File: src/rtl/shot_game_pkg.sv
// Shared definitions for the basketball shot game sequencer: state encoding,
// screen geometry and common field widths.
package shot_game_pkg;

    typedef enum logic [2:0] {
        ST_IDLE      = 3'd0,
        ST_READY     = 3'd1,
        ST_FLIGHT    = 3'd2,
        ST_RESULT    = 3'd3,
        ST_NEXT      = 3'd4,
        ST_GAME_OVER = 3'd5
    } state_t;

    localparam int SCREEN_W = 640;
    localparam int SCREEN_H = 480;

    localparam int COORD_W  = 10;
    localparam int SEC_W    = 6;
    localparam int PLAYER_W = 3;
    localparam int SHOTS_W  = 4;
    localparam int FRAME_W  = 16;

endpackage

File: src/rtl/shot_game_ctrl_sec_countdown.sv
// Shot clock: a clk-cycle prescaler feeding a seconds down-counter that
// parks at zero instead of wrapping.
module sec_countdown
    import shot_game_pkg::*;
#(
    parameter int CLK_HZ  = 100_000_000,
    parameter int START_S = 24
) (
    input  logic             clk,
    input  logic             rst,
    input  logic             load,
    input  logic             run,
    output logic [SEC_W-1:0] sec,
    output logic             done
);

    localparam int                PRE_W    = (CLK_HZ > 1) ? $clog2(CLK_HZ) : 1;
    localparam logic [PRE_W-1:0]  PRE_LAST = PRE_W'(CLK_HZ - 1);
    localparam logic [SEC_W-1:0]  START_L  = SEC_W'(START_S);

    logic [PRE_W-1:0] pre_q;
    logic [SEC_W-1:0] sec_q;

    // Prescale clk into seconds and count the shot clock down while running.
    always_ff @(posedge clk) begin
        if (rst || load) begin
            pre_q <= '0;
            sec_q <= START_L;
        end else if (run && (sec_q != '0)) begin
            if (pre_q == PRE_LAST) begin
                pre_q <= '0;
                sec_q <= sec_q - SEC_W'(1);
            end else begin
                pre_q <= pre_q + PRE_W'(1);
            end
        end
    end

    assign sec  = sec_q;
    assign done = (sec_q == '0);

endmodule

File: src/rtl/shot_game_ctrl.sv
// Multi-player shot game sequencer: turn order, shot clock, make/miss
// classification from the ball trajectory, per-player scores and the
// kinematic-block reset.
module shot_game_ctrl
    import shot_game_pkg::*;
#(
    parameter int NUM_PLAYERS       = 2,
    parameter int SHOTS_PER_TURN    = 5,
    parameter int CLK_HZ            = 100_000_000,
    parameter int SHOT_CLOCK_S      = 24,
    parameter int HOOP_X_MIN        = 560,
    parameter int HOOP_X_MAX        = 600,
    parameter int HOOP_Y            = 200,
    parameter int FLOOR_Y           = 470,
    parameter int MAX_FLIGHT_FRAMES = 255,
    parameter int RESULT_FRAMES     = 60,
    parameter int POINTS            = 2,
    parameter int SCORE_W           = 8
) (
    input  logic                           clk,
    input  logic                           rst,
    input  logic                           start,
    input  logic                           shoot,
    input  logic                           frame_tick,
    input  logic [COORD_W-1:0]             ball_x,
    input  logic [COORD_W-1:0]             ball_y,
    output logic                           kin_rst,
    output logic [SEC_W-1:0]               shot_sec,
    output logic [PLAYER_W-1:0]            cur_player,
    output logic [SHOTS_W-1:0]             shots_left,
    output logic [NUM_PLAYERS*SCORE_W-1:0] scores,
    output logic                           made_pulse,
    output logic                           miss_pulse,
    output logic                           game_over,
    output logic [2:0]                     state_o
);

    localparam logic [COORD_W-1:0]  X_MIN_L      = COORD_W'(HOOP_X_MIN);
    localparam logic [COORD_W-1:0]  X_MAX_L      = COORD_W'(HOOP_X_MAX);
    localparam logic [COORD_W-1:0]  HOOP_Y_L     = COORD_W'(HOOP_Y);
    localparam logic [COORD_W-1:0]  FLOOR_Y_L    = COORD_W'(FLOOR_Y);
    localparam logic [COORD_W-1:0]  X_EDGE_L     = COORD_W'(SCREEN_W - 1);
    localparam logic [FRAME_W-1:0]  MAX_FLIGHT_L = FRAME_W'(MAX_FLIGHT_FRAMES);
    localparam logic [FRAME_W-1:0]  RESULT_LAST  = FRAME_W'(RESULT_FRAMES - 1);
    localparam logic [SHOTS_W-1:0]  SHOTS_L      = SHOTS_W'(SHOTS_PER_TURN);
    localparam logic [PLAYER_W-1:0] LAST_PLAYER  = PLAYER_W'(NUM_PLAYERS - 1);

    state_t               state_q;
    logic                 start_q, shoot_q;
    logic                 kin_rst_q, made_q, miss_q, game_over_q;
    logic [PLAYER_W-1:0]  cur_player_q;
    logic [SHOTS_W-1:0]   shots_left_q;
    logic [FRAME_W-1:0]   frame_cnt_q;
    logic [COORD_W-1:0]   prev_y_q;
    logic [SCORE_W-1:0]   scores_q [NUM_PLAYERS];

    logic                 start_edge, shoot_edge;
    logic                 sec_load, sec_run, sec_done;
    logic [FRAME_W-1:0]   frame_cnt_nx;
    logic                 hit, lost;

    // Score add that sticks at the all-ones value instead of wrapping.
    function automatic logic [SCORE_W-1:0] sat_add(input logic [SCORE_W-1:0] a);
        logic [SCORE_W:0] sum;
        sum = {1'b0, a} + (SCORE_W+1)'(POINTS);
        return sum[SCORE_W] ? {SCORE_W{1'b1}} : sum[SCORE_W-1:0];
    endfunction

    assign start_edge   = start & ~start_q;
    assign shoot_edge   = shoot & ~shoot_q;
    assign frame_cnt_nx = frame_cnt_q + FRAME_W'(1);

    assign hit  = (prev_y_q < HOOP_Y_L) && (ball_y >= HOOP_Y_L) &&
                  (ball_x >= X_MIN_L) && (ball_x <= X_MAX_L);
    assign lost = (ball_y >= FLOOR_Y_L) || (ball_x >= X_EDGE_L) ||
                  (frame_cnt_nx >= MAX_FLIGHT_L);

    assign sec_load = (((state_q == ST_IDLE) || (state_q == ST_GAME_OVER)) && start_edge) ||
                      (state_q == ST_NEXT);
    assign sec_run  = (state_q == ST_READY) && !shoot_edge;

    sec_countdown #(
        .CLK_HZ  (CLK_HZ),
        .START_S (SHOT_CLOCK_S)
    ) u_sec (
        .clk  (clk),
        .rst  (rst),
        .load (sec_load),
        .run  (sec_run),
        .sec  (shot_sec),
        .done (sec_done)
    );

    // Game sequencer: turn/shot bookkeeping, shot classification and scoring.
    always_ff @(posedge clk) begin
        if (rst) begin
            state_q      <= ST_IDLE;
            start_q      <= start;
            shoot_q      <= shoot;
            kin_rst_q    <= 1'b1;
            made_q       <= 1'b0;
            miss_q       <= 1'b0;
            game_over_q  <= 1'b0;
            cur_player_q <= '0;
            shots_left_q <= SHOTS_L;
            frame_cnt_q  <= '0;
            for (int p = 0; p < NUM_PLAYERS; p++) scores_q[p] <= '0;
        end else begin
            start_q <= start;
            shoot_q <= shoot;
            made_q  <= 1'b0;
            miss_q  <= 1'b0;
            case (state_q)
                ST_IDLE: begin
                    kin_rst_q <= 1'b1;
                    if (start_edge) begin
                        for (int p = 0; p < NUM_PLAYERS; p++) scores_q[p] <= '0;
                        state_q <= ST_READY;
                    end
                end
                ST_READY: begin
                    kin_rst_q <= 1'b1;
                    // A shot released on the cycle the clock expires still counts.
                    if (shoot_edge) begin
                        kin_rst_q   <= 1'b0;
                        prev_y_q    <= ball_y;
                        frame_cnt_q <= '0;
                        state_q     <= ST_FLIGHT;
                    end else if (sec_done) begin
                        miss_q      <= 1'b1;
                        frame_cnt_q <= '0;
                        state_q     <= ST_RESULT;
                    end
                end
                ST_FLIGHT: begin
                    if (frame_tick) begin
                        prev_y_q    <= ball_y;
                        frame_cnt_q <= frame_cnt_nx;
                        if (hit) begin
                            made_q      <= 1'b1;
                            frame_cnt_q <= '0;
                            state_q     <= ST_RESULT;
                            for (int p = 0; p < NUM_PLAYERS; p++)
                                if (PLAYER_W'(p) == cur_player_q) scores_q[p] <= sat_add(scores_q[p]);
                        end else if (lost) begin
                            miss_q      <= 1'b1;
                            frame_cnt_q <= '0;
                            state_q     <= ST_RESULT;
                        end
                    end
                end
                ST_RESULT: begin
                    if (frame_tick) begin
                        if (frame_cnt_q == RESULT_LAST) begin
                            kin_rst_q <= 1'b1;
                            state_q   <= ST_NEXT;
                        end else begin
                            frame_cnt_q <= frame_cnt_nx;
                        end
                    end
                end
                ST_NEXT: begin
                    kin_rst_q <= 1'b1;
                    if (shots_left_q == SHOTS_W'(1)) begin
                        if (cur_player_q < LAST_PLAYER) begin
                            cur_player_q <= cur_player_q + PLAYER_W'(1);
                            shots_left_q <= SHOTS_L;
                            state_q      <= ST_READY;
                        end else begin
                            shots_left_q <= '0;
                            game_over_q  <= 1'b1;
                            state_q      <= ST_GAME_OVER;
                        end
                    end else begin
                        shots_left_q <= shots_left_q - SHOTS_W'(1);
                        state_q      <= ST_READY;
                    end
                end
                ST_GAME_OVER: begin
                    kin_rst_q   <= 1'b1;
                    game_over_q <= 1'b1;
                    if (start_edge) begin
                        for (int p = 0; p < NUM_PLAYERS; p++) scores_q[p] <= '0;
                        cur_player_q <= '0;
                        shots_left_q <= SHOTS_L;
                        game_over_q  <= 1'b0;
                        state_q      <= ST_READY;
                    end
                end
                default: state_q <= ST_IDLE;
            endcase
        end
    end

    for (genvar p = 0; p < NUM_PLAYERS; p++) begin : g_scores
        assign scores[p*SCORE_W +: SCORE_W] = scores_q[p];
    end

    assign kin_rst    = kin_rst_q;
    assign cur_player = cur_player_q;
    assign shots_left = shots_left_q;
    assign made_pulse = made_q;
    assign miss_pulse = miss_q;
    assign game_over  = game_over_q;
    assign state_o    = state_q;

endmodule

File: config.mk
export PLATFORM = sky130hd
export DESIGN_NAME = shot_game_ctrl
export DESIGN_NICKNAME = d
export VERILOG_FILES = /design/src/rtl/shot_game_pkg.sv /design/src/rtl/shot_game_ctrl_sec_countdown.sv /design/src/rtl/shot_game_ctrl.sv
export SDC_FILE = /design/constraint.sdc
export NUM_CORES = 1
export LEC_CHECK = 0
export CAP_MARGIN = 10
export CORE_ASPECT_RATIO = 1.5
export CORE_MARGIN = 4
export CORE_UTILIZATION = 45
export DETAILED_ROUTE_END_ITERATION = 7
export DONT_BUFFER_PORTS = 1
export GPL_ROUTABILITY_DRIVEN = 0
export PLACE_DENSITY = 0.7
export SLEW_MARGIN = 20
export SYNTH_ARGS = -nofsm -noshare
export SYNTH_HDL_FRONTEND = slang
export SYNTH_SLANG_ARGS = --single-unit
File: constraint.sdc
create_clock -name clk -period 7.4 [get_ports clk]
set_input_delay 2.22 -clock clk [delete_from_list [all_inputs] [get_ports clk]]
set_output_delay 2.22 -clock clk [all_outputs]
set_load 0.1 [all_outputs]
After elaboration in Yosys (flattened, before gate mapping)
Memory sizes are Yosys's and may differ from the RTL's.
Cells that the tools add are included.
Cells by class
  add/subtract/negate cells: 7
  mux-type cells: 75
  bitwise gates (word level): 13
  order comparisons: 8
  equal/unequal tests: 21
  reductions and logical operators: 31
Operators with widths (number)
  16-bit 2-to-1 mux: 7
  8-bit 2-to-1 mux: 8
  16-bit case mux with 3 select lines: 1
  3-bit 2-to-1 mux: 14
  1-bit 2-to-1 mux: 33
  27-bit by 1-bit adder with 27-bit output (second input constant): 1
  27-bit equality test (second input constant): 1
  27-bit 2-to-1 mux: 1
  10-bit greater-or-equal comparator (second input constant): 2
  10-bit 2-to-1 mux: 2
  10-bit case mux with 2 select lines: 1
  8-bit by 2-bit adder with 9-bit output (second input constant): 2
  16-bit by 1-bit adder with 16-bit output (second input constant): 1
  16-bit by 6-bit equality test with 1-bit output (second input constant): 1
  16-bit by 8-bit greater-or-equal comparator with 1-bit output (second input constant): 1
  3-bit case mux with 5 select lines: 1
  2-bit != test (second input constant): 7
  10-bit by 8-bit greater-or-equal comparator with 1-bit output (second input constant): 1
  10-bit by 9-bit greater-or-equal comparator with 1-bit output (second input constant): 1
  10-bit less-or-equal comparator (second input constant): 1
  10-bit by 8-bit < comparator with 1-bit output (second input constant): 1
  4-bit 2-to-1 mux: 2
  4-bit case mux with 2 select lines: 1
  4-bit AND reduction: 2
  other kinds (31): 62
Storage, ports and cells
  output and inout bits: 36
  register bits after elaboration: 75
  memory bits (writable): 16
  input port bits: 25
  logic and storage cells: 169
  memories kept: 1
Memories
  scores_q: words 2, width 8, rd ports 2, clocked after Yosys merged registers in 0, write ports 2, line shot_game_ctrl.sv:55  | logic [SCORE_W-1:0] scores_q [NUM_PLAYERS];

Longest topological paths before layout
Gate-level depths: netlist of run 1.
  depth in word-level cells: 11
  mapped depth: 9
  gate-level depth less buffers: 8

By module
A second synthesis of run 1 with hierarchy kept.
Second synthesis, totals
  cell total of the unflattened synthesis: 570
  area, all modules: 5021.1 µm²
By module, submodules not included
  shot_game_ctrl: cells an instance 370, instances 1, sequential area each 1331.3 µm², area each 3342.0 µm²
  sec_countdown: cells an instance 200, instances 1, sequential area each 660.6 µm², area each 1679.1 µm²

Worst setup path before layout of run 1
No wires, ideal clock.
  path type: input-to-reg
  from: input ball_x[2]
  to: memory scores_q[1][2], in the netlist scores_q[0][10] (enable)
  slack: 3.457 ns
  buffers on the path: 0
  data arrival time: 3.620 ns
  stages on the path: 6
  setup time: 0.323 ns
  data required time: 7.077 ns
  cells stage by stage: o311ai_0 -> nand3b_1 -> a221o_1 -> nor4_2 -> nand2_1 -> nand2_1
RTL lines
  from (decl): line shot_game_ctrl.sv:25  | input logic [COORD_W-1:0] ball_x,
  to (decl): line shot_game_ctrl.sv:55

==> results of run 1 <==
## power by group
group	switching, mW	internal (mW)	leakage [nW]
logic	0.167	0.0679	0.860
clock network	0.192	0.232	0.134
registers	0.0945	0.522	0.758
total	0.453	0.822	1.75
## per-layer routing
layer / GRT usage, % / vias up / part of all wire, %
li1: - / 1863 / -
met1: 17.44 / 1775 / 41
met2: 30.20 / 74 / 53
met3: 4.181 / 11 / 5.2
met4: 4.711 / 0 / 1.2
met5: 0 / - / 0
## through the flow
step / power [mW] / hold WS, ps
2_1_floorplan: 0.8376 / 453.6
3_3_place_gp: 0.8548 / 465.2
3_5_place_dp: 0.8621 / 483.7
4_1_cts: 1.285 / 492.8
5_1_grt: 1.330 / 511.0
6_report: 1.275 / 490.7
## state kept, by name (all words and copies together), names as in the netlist
name         cells
frame_cnt_q     16
game_over        1
u_sec.pre_q     27
shoot_q          1
prev_y_q         7
cur_player       3
shots_left       4
scores_q        16
kin_rst          1
made_pulse       1
miss_pulse       1
u_sec.sec        6
state_o          3
start_q          1
## cell type report
class	count	area (µm²)
tap	144	180.2
timing repair buffer	4	30.03
clock buffer	10	229.0
inverter	20	75.07
clock inverter	6	48.80
fill	960	5354
multi-input combinational	391	2624
sequential	88	1992
## placed cells by master (no fill, tap or decap), types with 7 or more instances in the layout
master and n:
nand2_1 35, and2_1 7, inv_1 20, nand4_1 17, dfxtp_1 65, xnor2_1 22
nor3_1 12, a21oi_1 21, a211oi_2 8, nor2_1 69, nor2b_1 7, xor2_1 30
ha_1 12, edfxtp_1 23, clkbuf_16 9, nand2b_1 12, nand3_1 25, o21ai_0 8
and3_1 11
## cell families after synthesis
kind of cell / after synthesis / share of synthesized area [%]
adder cells (fa/ha/maj): 12 / 3.116
AO/OA/AOI/OAI: 83 / 13.48
XOR/XNOR: 52 / 9.452
AND/OR/NAND/NOR: 242 / 27.99
flip-flops: 88 / 41.34
buffers and inverters: 41 / 4.207
multiplexers: 2 / 0.4155
## cells in the mapped netlist (all sizes together), types with 2 or more instances
master | count | area share, %
nor2 | 69 | 5.4
dfxtp | 65 | 27
nand2 | 35 | 2.7
xor2 | 30 | 5.5
nand3 | 25 | 2.6
edfxtp | 23 | 14
a21oi | 22 | 2.4
xnor2 | 22 | 4.0
inv | 20 | 1.6
nand4 | 18 | 2.5
nor3 | 16 | 2.1
a211oi | 14 | 3.0
buf | 12 | 1.9
ha | 12 | 3.1
nand2b | 12 | 1.6
and3 | 11 | 1.4
clkbuf | 9 | 0.75
o21ai | 9 | 1.0
and2 | 8 | 1.0
nor2b | 7 | 0.91
and4 | 6 | 1.1
nand3b | 6 | 0.93
nor4 | 6 | 1.5
or2 | 5 | 0.65
o21bai | 4 | 0.62
o311ai | 4 | 0.73
a2bb2oi | 3 | 0.55
a31oi | 3 | 0.39
nor3b | 3 | 0.78
o211ai | 3 | 0.47
or3 | 3 | 0.39
or4 | 3 | 0.55
a211o | 2 | 0.36
a22oi | 2 | 0.31
a311oi | 2 | 0.36
mux2i | 2 | 0.42
nand4b | 2 | 0.36
nor4b | 2 | 0.49
o2111ai | 2 | 0.49
o22ai | 2 | 0.26
o32ai | 2 | 0.36
## worst min-delay path, delay by kind of cell (launching register included)
kind / cells / cell delay (ps)
AOI/OAI and AO/OA: 1 / 60
DFF: 1 / 330
and+or+nand+nor: 1 / 60
## worst max path at each step
stage	startpoint	to	slack [ps]	cells past startpoint
2_1_floorplan	ball_x[2]	scores_q[0][10]	3460	6
3_3_place_gp	ball_x[2]	scores_q[0][8]	3160	6
3_5_place_dp	ball_x[2]	scores_q[0][0]	3080	6
4_1_cts	ball_x[2]	scores_q[0][0]	3440	6
5_1_grt	ball_x[2]	scores_q[0][0]	3280	6
6_report	ball_x[2]	scores_q[0][0]	3450	6
==> summary.md, run 1 <==
| Metric | Value |
|---|---|
| Worst setup path class | `in -> reg` |
| Post-layout min period | `between 3000 and 4000 ps` |
| First-pass GRT wire length | `16.57 mm` |
| Seq/Total Area, Yosys | `between 40% and 50%` |
| Num CTS Buffers | `9` |
| Initial antenna violation count | `0` |
| Wire per inst | `14.77 µm` |
| Row count | `46` |
| Initial Utilization | `between 40% and 50%` |
| Clock skew | `11.94 ps` |
| Max Freq | `253.1 MHz` |
| Worst Min Path Start | `u_sec.pre_q[1]` |
| Final instance area | `5179 µm²` |
| Post-synth EDFFs | `23` |
| WP data arrival | `4030 ps` |
| Fin util | `49.17%` |
| DR iter-0 viols | `137` |
| Clock transition at path regs | `60 ps` |
| Leak Pwr | `1.753 nW` |
| Setup TNS | `0 ps` |
| R2R depth | `7` |
| I/O Buffers | `0` |
| Layout Nets | `551` |
| Max VDD drop | `0.1435 mV` |
| Delay-heaviest family, CP | `compound AO/OA/AOI/OAI gates` |
| Hold path endpoint | `u_sec.pre_q[1]` |
| Fin crit share | `53.39%` |
| Share of layout cells above drive strength 1 | `10.02%` |
| Synth Area per Inst | `9.266 µm²` |
| FFs w/ async S/R, synth | `0%` |
| Worst-margin pin slew | `1135 ps` |
| Antenna Cells | `0` |
| Vias in the first global route | `3718` |
| Area after DPL | `4901 µm²` |
| Max clock buf depth | `2` |
| H-tree depth | `3` |
| # resized after CTS | `0` |
| CTS hold repair buffers | `0` |
| Max-cap violations | `0` |
| Die area | `approximately 12000 µm²` |
| Maximum fanout along the worst path | `18` |
| Hold WC Path Type | `reg -> reg` |
| Syn Nets | `557` |
| Synth warn | `0` |
| Post-Syn Area | `4818 µm²` |
| Die width | `92.49 µm` |
| WL final | `9.791 mm` |
| CTS sink cnt | `88` |
| Crit-path max cell delay | `between 400 and 500 ps` |
| CORE AREA | `10530 µm²` |
| RSZ-0062 raised after global routing | `no` |
| Worst r2r src | `u_sec.sec[0]` |
| Postcts setup bufs | `0` |
| Worst Setup End Kind | `flip-flop` |
| Yosys cell types | `70` |
| Worst R2R Setup Slack | `3930 ps` |
| Status | `completed` |
| Cells along the critical path | `o311ai_0 -> nand3b_1 -> a221o_1 -> nor4_2 -> o21ai_2 -> a2bb2oi_1` |
| Largest net degree at the start of global routing | `34` |
| Final setup margin | `around 3400 ps` |
| Top_reg_cell synth | `dfxtp_1` |
| Vias | `3723` |
| GRT Overall Usage | `16.06%` |
| Clk_lat worst skew | `between 300 and 400 ps` |
| Synth Instances | `520` |
| Setup WS pre-CTS | `3078 ps` |
| Via-to-Cell Ratio | `5.615` |
| Ports | `61` |
| Slew Limit Fails | `0` |
| Worst hold path cell count | `2` |
| Pwr dens | `246.3 nW/µm²` |
| FF-to-FF End | `u_sec.pre_q[0]` |
| Synthesized flop and latch total | `88` |
| Final setup fails | `0` |
| Fin. Hold Viols | `0` |
| CTS root buf | `clkbuf_16` |
| CP startpoint kind | `input pin` |
| Placed instance count | `647` |
| Layout area overhead | `7.479%` |
| Crit path buf inv count | `0` |
| Total global routing overflow | `0` |
| First-pass detailed-route iteration total | `4` |
| Slowest cell on the critical path | `nor4_2` |
| CTS tree | `done` |
| Slew headroom | `about 24%` |
| Post-DRT Antenna Nets | `0` |
| Die Y | `134.7 µm` |
| Finished Layout Cells | `663` |
| CP Data Required Time | `7480 ps` |
| HPWL Detailed | `7.243 mm` |
| # DRC | `0` |
Note: power is estimated with default switching activity, not from simulation.
==> run 2: changes to the inputs <==
Settings changed: PLACE_DENSITY 0.7 to 0.72.
Clock period 7.4 ns to 3.55 ns, I/O delays scaled along.
==> run 2 against run 1 <==
Critical path depth did not move. Combinational power up 150%. Non-clock buffer count rose by 21. Global-route usage grew 0.69 points. Final area grew 3.4%. Utilization grew 1.7 points. Sequential power is 98% higher. Sequential share of layout area down 1.3 points. Critical endpoint unchanged. Largest power group unchanged.
==> summary.md, run 2 (synthesized netlist as in run 1, its figures left out) <==
| Metric | Value |
|---|---|
| First-pass detailed-route iteration total | `6` |
| Post-layout min period | `2721 ps` |
| CP startpoint kind | `input pin` |
| Die Y | `134.7 µm` |
| CTS sink cnt | `approximately 90` |
| Initial Utilization | `45.75%` |
| Slew headroom | `between 20% and 30%` |
| Commonest non-fill, non-tap cell in the layout | `nor2_1` |
| Top register by number of flip-flops | `u_sec.pre_q` |
| Fin crit share | `between 70% and 80%` |
| Commonest non-fill, non-tap cells in the layout | `nor2_1, dfxtp_1, nand2_1` |
| Fin. Hold Viols | `0` |
| Leak Pwr | `between 1.5 and 2 nW` |
| Final instance area | `5356 µm²` |
| Antenna Cells | `0` |
| Die area | `12460 µm²` |
| Vias | `3838` |
| Total global routing overflow | `0` |
| CTS hold repair buffers | `0` |
| Clk_lat worst skew | `around 330 ps` |
| RSZ-0062 raised after global routing | `no` |
| Die width | `~92 µm` |
| WHS | `~510 ps` |
| DR iter-0 viols | `roughly 230` |
| Slew Limit Fails | `0` |
| # DRC | `0` |
| CTS root buf | `clkbuf_16` |
| Max Freq | `around 370 MHz` |
| Num CTS Buffers | `9` |
| Max clock buf depth | `2` |
| Hold WC Path Type | `reg -> reg` |
| Pwr dens | `511.6 nW/µm²` |
| Largest net degree at the start of global routing | `34` |
| Worst Setup End Kind | `flip-flop` |
| Worst setup path class | `in -> reg` |
| WP data arrival | `between 2000 and 3000 ps` |
| WL final | `roughly 10 mm` |
| Share of layout cells above drive strength 1 | `13.17%` |
| Worst-margin pin slew | `1114 ps` |
| HPWL Detailed | `7.453 mm` |
| Area after DPL | `around 5100 µm²` |
| Final setup fails | `0` |
| Wire per inst | `14.88 µm` |
| Layout Nets | `572` |
| Clock transition at path regs | `60 ps` |
| CORE AREA | `between 10000 and 15000 µm²` |
| H-tree depth | `3` |
| Setup WS pre-CTS | `466.0 ps` |
| Max VDD drop | `0.3623 mV` |
| First-pass GRT wire length | `roughly 17 mm` |
| Initial antenna violation count | `0` |
| Final Power | `2.740 mW` |
| Row count | `46` |
| Max reg flops | `27` |
| CP Data Required Time | `between 3000 and 4000 ps` |
| Max-cap violations | `0` |
| Vias in the first global route | `3874` |
| CTS tree | `done` |
| Setup TNS | `0 ps` |
| Status | `completed` |
| Maximum fanout along the worst path | `18` |
| Layout area overhead | `11.17%` |
| Biggest regs | `u_sec.pre_q (27), frame_cnt_q (16), scores_q (16)` |
| Via-to-Cell Ratio | `5.619` |
| Postcts setup bufs | `0` |
| GRT Overall Usage | `16.76%` |
| Post-DRT Antenna Nets | `0` |
| Clock skew | `6.211 ps` |
| # resized after CTS | `0` |
| Final setup margin | `around 830 ps` |
| Ports | `61` |
| I/O Buffers | `0` |
-- run 2: cell types whose count changed in the layout (fill, tap and decap cells not counted) --
cell / change
buf_4: +21
inv_6: -3
clkinv_2: +2
bufinv_16: +1
clkbuf_1: +1
clkbuf_16: +1
clkinv_4: -1
clkinvlp_4: -1
inv_4: -1
-- run 2: area by class of cell --
cell class,count,area (µm²)
clock inverter,3,40.04
clock buffer,12,257.7
sequential,88,1992
timing repair buffer,25,187.7
inverter,20,75.07
multi-input combinational,391,2624
fill,982,5176
tap,144,180.2
-- run 2: power by group --
| part | leakage (nW) | internal (mW) | switching, mW | total (mW) |
|---|---|---|---|---|
| registers | 0.758 | 1.09 | 0.133 | 1.22 |
| logic | 0.968 | 0.162 | 0.415 | 0.577 |
| clock network | 0.148 | 0.582 | 0.361 | 0.943 |
-- run 2: worst paths after layout --
| check | to | depth (start not counted) | start | slack [ps] |
|---|---|---|---|---|
| setup / recovery | scores_q[0][0] | 6 | ball_x[2] | 830 |
| hold / removal | u_sec.pre_q[1] | 2 | u_sec.pre_q[1] | 510 |
| setup reg to reg | frame_cnt_q[1] | 7 | frame_cnt_q[0] | 950 |
| hold reg to reg | u_sec.pre_q[1] | 2 | u_sec.pre_q[1] | 510 |
-- run 2: layer usage --
metal,wire (µm),GRT usage [%]
met2,5361,30.92
met1,4069,18.26
met3,546,4.125
met5,0,0
met4,188,6.281
-- run 2: per-stage QoR --
step	util, %	std cells
floorplan	-	520
global placement	48.03	668
detailed placement	48.03	668
CTS	50.86	683
global route	50.86	683
finish	50.86	683
-- run 2: worst max-delay path, stage by stage --
cell       delay, ps
o311ai_0         300
nand3b_1         130
a221o_1          400
nor4_2           410
o21ai_2          300
a2bb2oi_1        210
==> run 3: changes to the inputs <==
Clock period 3.55 ns to 2.5 ns, I/O delays scaled along.
==> run 3 against run 2 <==
Largest power group unchanged. Largest cell class unchanged. Critical path depth increased by 2. Critical endpoint is now scores_q[0][4]. Non-clock buffer count increased by 29. Wire length increased by 0.65%. Register-to-register slack got worse by 740 ps.
==> summary.md, run 3 (synthesized netlist as in run 1, its figures left out) <==
| Metric | Value |
|---|---|
| WHS | `about 440 ps` |
| RSZ-0062 raised after global routing | `no` |
| GRT Overall Usage | `16.84%` |
| Initial antenna violation count | `0` |
| Worst setup path class | `in -> reg` |
| WP data arrival | `2490 ps` |
| DR iter-0 viols | `about 170` |
| Power share of the clock group | `32.0%` |
| Postcts setup bufs | `0` |
| WL final | `10.23 mm` |
| Clk_lat worst skew | `330 ps` |
| CP Data Required Time | `2670 ps` |
| Layout Nets | `601` |
| Clock skew | `6.981 ps` |
| Worst hold path cell count | `0` |
| Max reg flops | `27` |
| CTS tree | `done` |
| Commonest non-fill, non-tap cells in the layout | `nor2_1, dfxtp_1, buf_4` |
| Post-DRT Antenna Nets | `0` |
| Psw | `1.320 mW` |
| Final Power | `slightly below 4 mW` |
| # DRC | `0` |
| CTS root buf | `clkbuf_16` |
| CORE AREA | `10530 µm²` |
| Largest net degree at the start of global routing | `34` |
| Slew Limit Fails | `0` |
| I/O Buffers | `0` |
| H-tree depth | `3` |
| Hold WC Path Type | `in -> reg` |
| First-pass GRT wire length | `17.27 mm` |
| CTS sink cnt | `88` |
| Via-to-Cell Ratio | `between 5 and 6` |
| Leak Pwr | `2.023 nW` |
| Share of layout cells above drive strength 1 | `19.51%` |
| Fin. Hold Viols | `0` |
| Max VDD drop | `between 0.6 and 0.7 mV` |
| Final setup fails | `0` |
| CP startpoint kind | `input pin` |
| Max-cap violations | `0` |
| Switching share of total power | `33.90%` |
| Total global routing overflow | `0` |
| R2R depth | `9` |
| Vias in the first global route | `3888` |
| Clock transition at path regs | `60 ps` |
| Post-layout min period | `2320 ps` |
| Die width | `92.49 µm` |
| Biggest regs | `u_sec.pre_q (27), frame_cnt_q (16), scores_q (16)` |
| First-pass detailed-route iteration total | `4` |
| Worst-margin pin slew | `453.1 ps` |
| Maximum fanout along the worst path | `8` |
| Fin crit share | `92.80%` |
| Die area | `12460 µm²` |
| Slew headroom | `between 60% and 70%` |
| Row count | `46` |
| Vias | `a little under 4000` |
| Worst Setup End Kind | `flip-flop` |
| Ports | `61` |
| HPWL Detailed | `7.641 mm` |
| Initial Utilization | `45.75%` |
| Max clock buf depth | `2` |
| Layout area overhead | `16.31%` |
| Antenna Cells | `0` |
| Num CTS Buffers | `9` |
| Max Freq | `roughly 430 MHz` |
| Combinational share of power | `26.6%` |
| Commonest non-fill, non-tap cell in the layout | `nor2_1` |
| Pint | `~2.6 mW` |
| Pwr dens | `694.9 nW/µm²` |
| Seq pwr share | `41.4%` |
| Status | `completed` |
| Wire per inst | `14.35 µm` |
| Die Y | `134.7 µm` |
| Top register by number of flip-flops | `u_sec.pre_q` |
run 3: layout make-up:
| cell class | instances | area (µm²) |
|---|---|---|
| sequential | 88 | 2004 |
| timing repair buffer | 54 | 442.9 |
| clock inverter | 3 | 17.52 |
| clock buffer | 13 | 260.3 |
| inverter | 20 | 75.07 |
| fill | 946 | 4928 |
| multi-input combinational | 391 | 2624 |
| tap | 144 | 180.2 |
run 3: layer usage:
layer	wire length, µm	vias up	GRT usage, %
li1	-	1957	-
met1	4079	1838	18.93
met2	5469	80	30.72
met3	488	12	3.289
met4	194	0	6.942
met5	0	-	0
run 3: path summary, 6_finish.rpt:
kind | startpoint | endpoint | slack [ps]
setup / recovery | ball_x[2] | scores_q[0][4] | 180
hold / removal | start | start_q | 440
setup reg to reg | frame_cnt_q[0] | frame_cnt_q[12] | 210
hold reg to reg | u_sec.pre_q[1] | u_sec.pre_q[1] | 490
run 3: through the flow:
stage          cell area, µm²  setup TNS (ps)  std cells  setup WS, ps  util, %
2_1_floorplan            4830               0        520         9.210        -
3_3_place_gp             5325           -2666        697        -116.3    50.56
3_5_place_dp             5325           -3957        697        -153.1    50.56
4_1_cts                  5603               0        713         113.3    53.20
5_1_grt                  5604               0        713         10.89    53.21
6_report                 5604               0        713         179.9    53.21
run 3: what timing repair did:
action,CTS,global route
gates resized for setup,0,1
endpoints found under the hold margin,0,0
endpoints found under the setup margin,0,8
hold buffers,0,0
run 3: power groups by stage:
stage | combinational (mW) | sequential, mW | clock (mW)
CTS | 1.04 | 1.61 | 1.27
global placement | 1.02 | 1.64 | 0
global route | 1.11 | 1.62 | 1.34
detailed placement | 1.04 | 1.64 | 0
finish | 1.04 | 1.61 | 1.25
floorplan | 0.537 | 1.95 | 0
run 3: critical path, cell delays in order:
cell      delay, ps
o311ai_0        310
nand3b_1        130
a221o_1         380
nor4_2          360
buf_4           170
o21ai_2          80
buf_4           170
a21oi_1         140
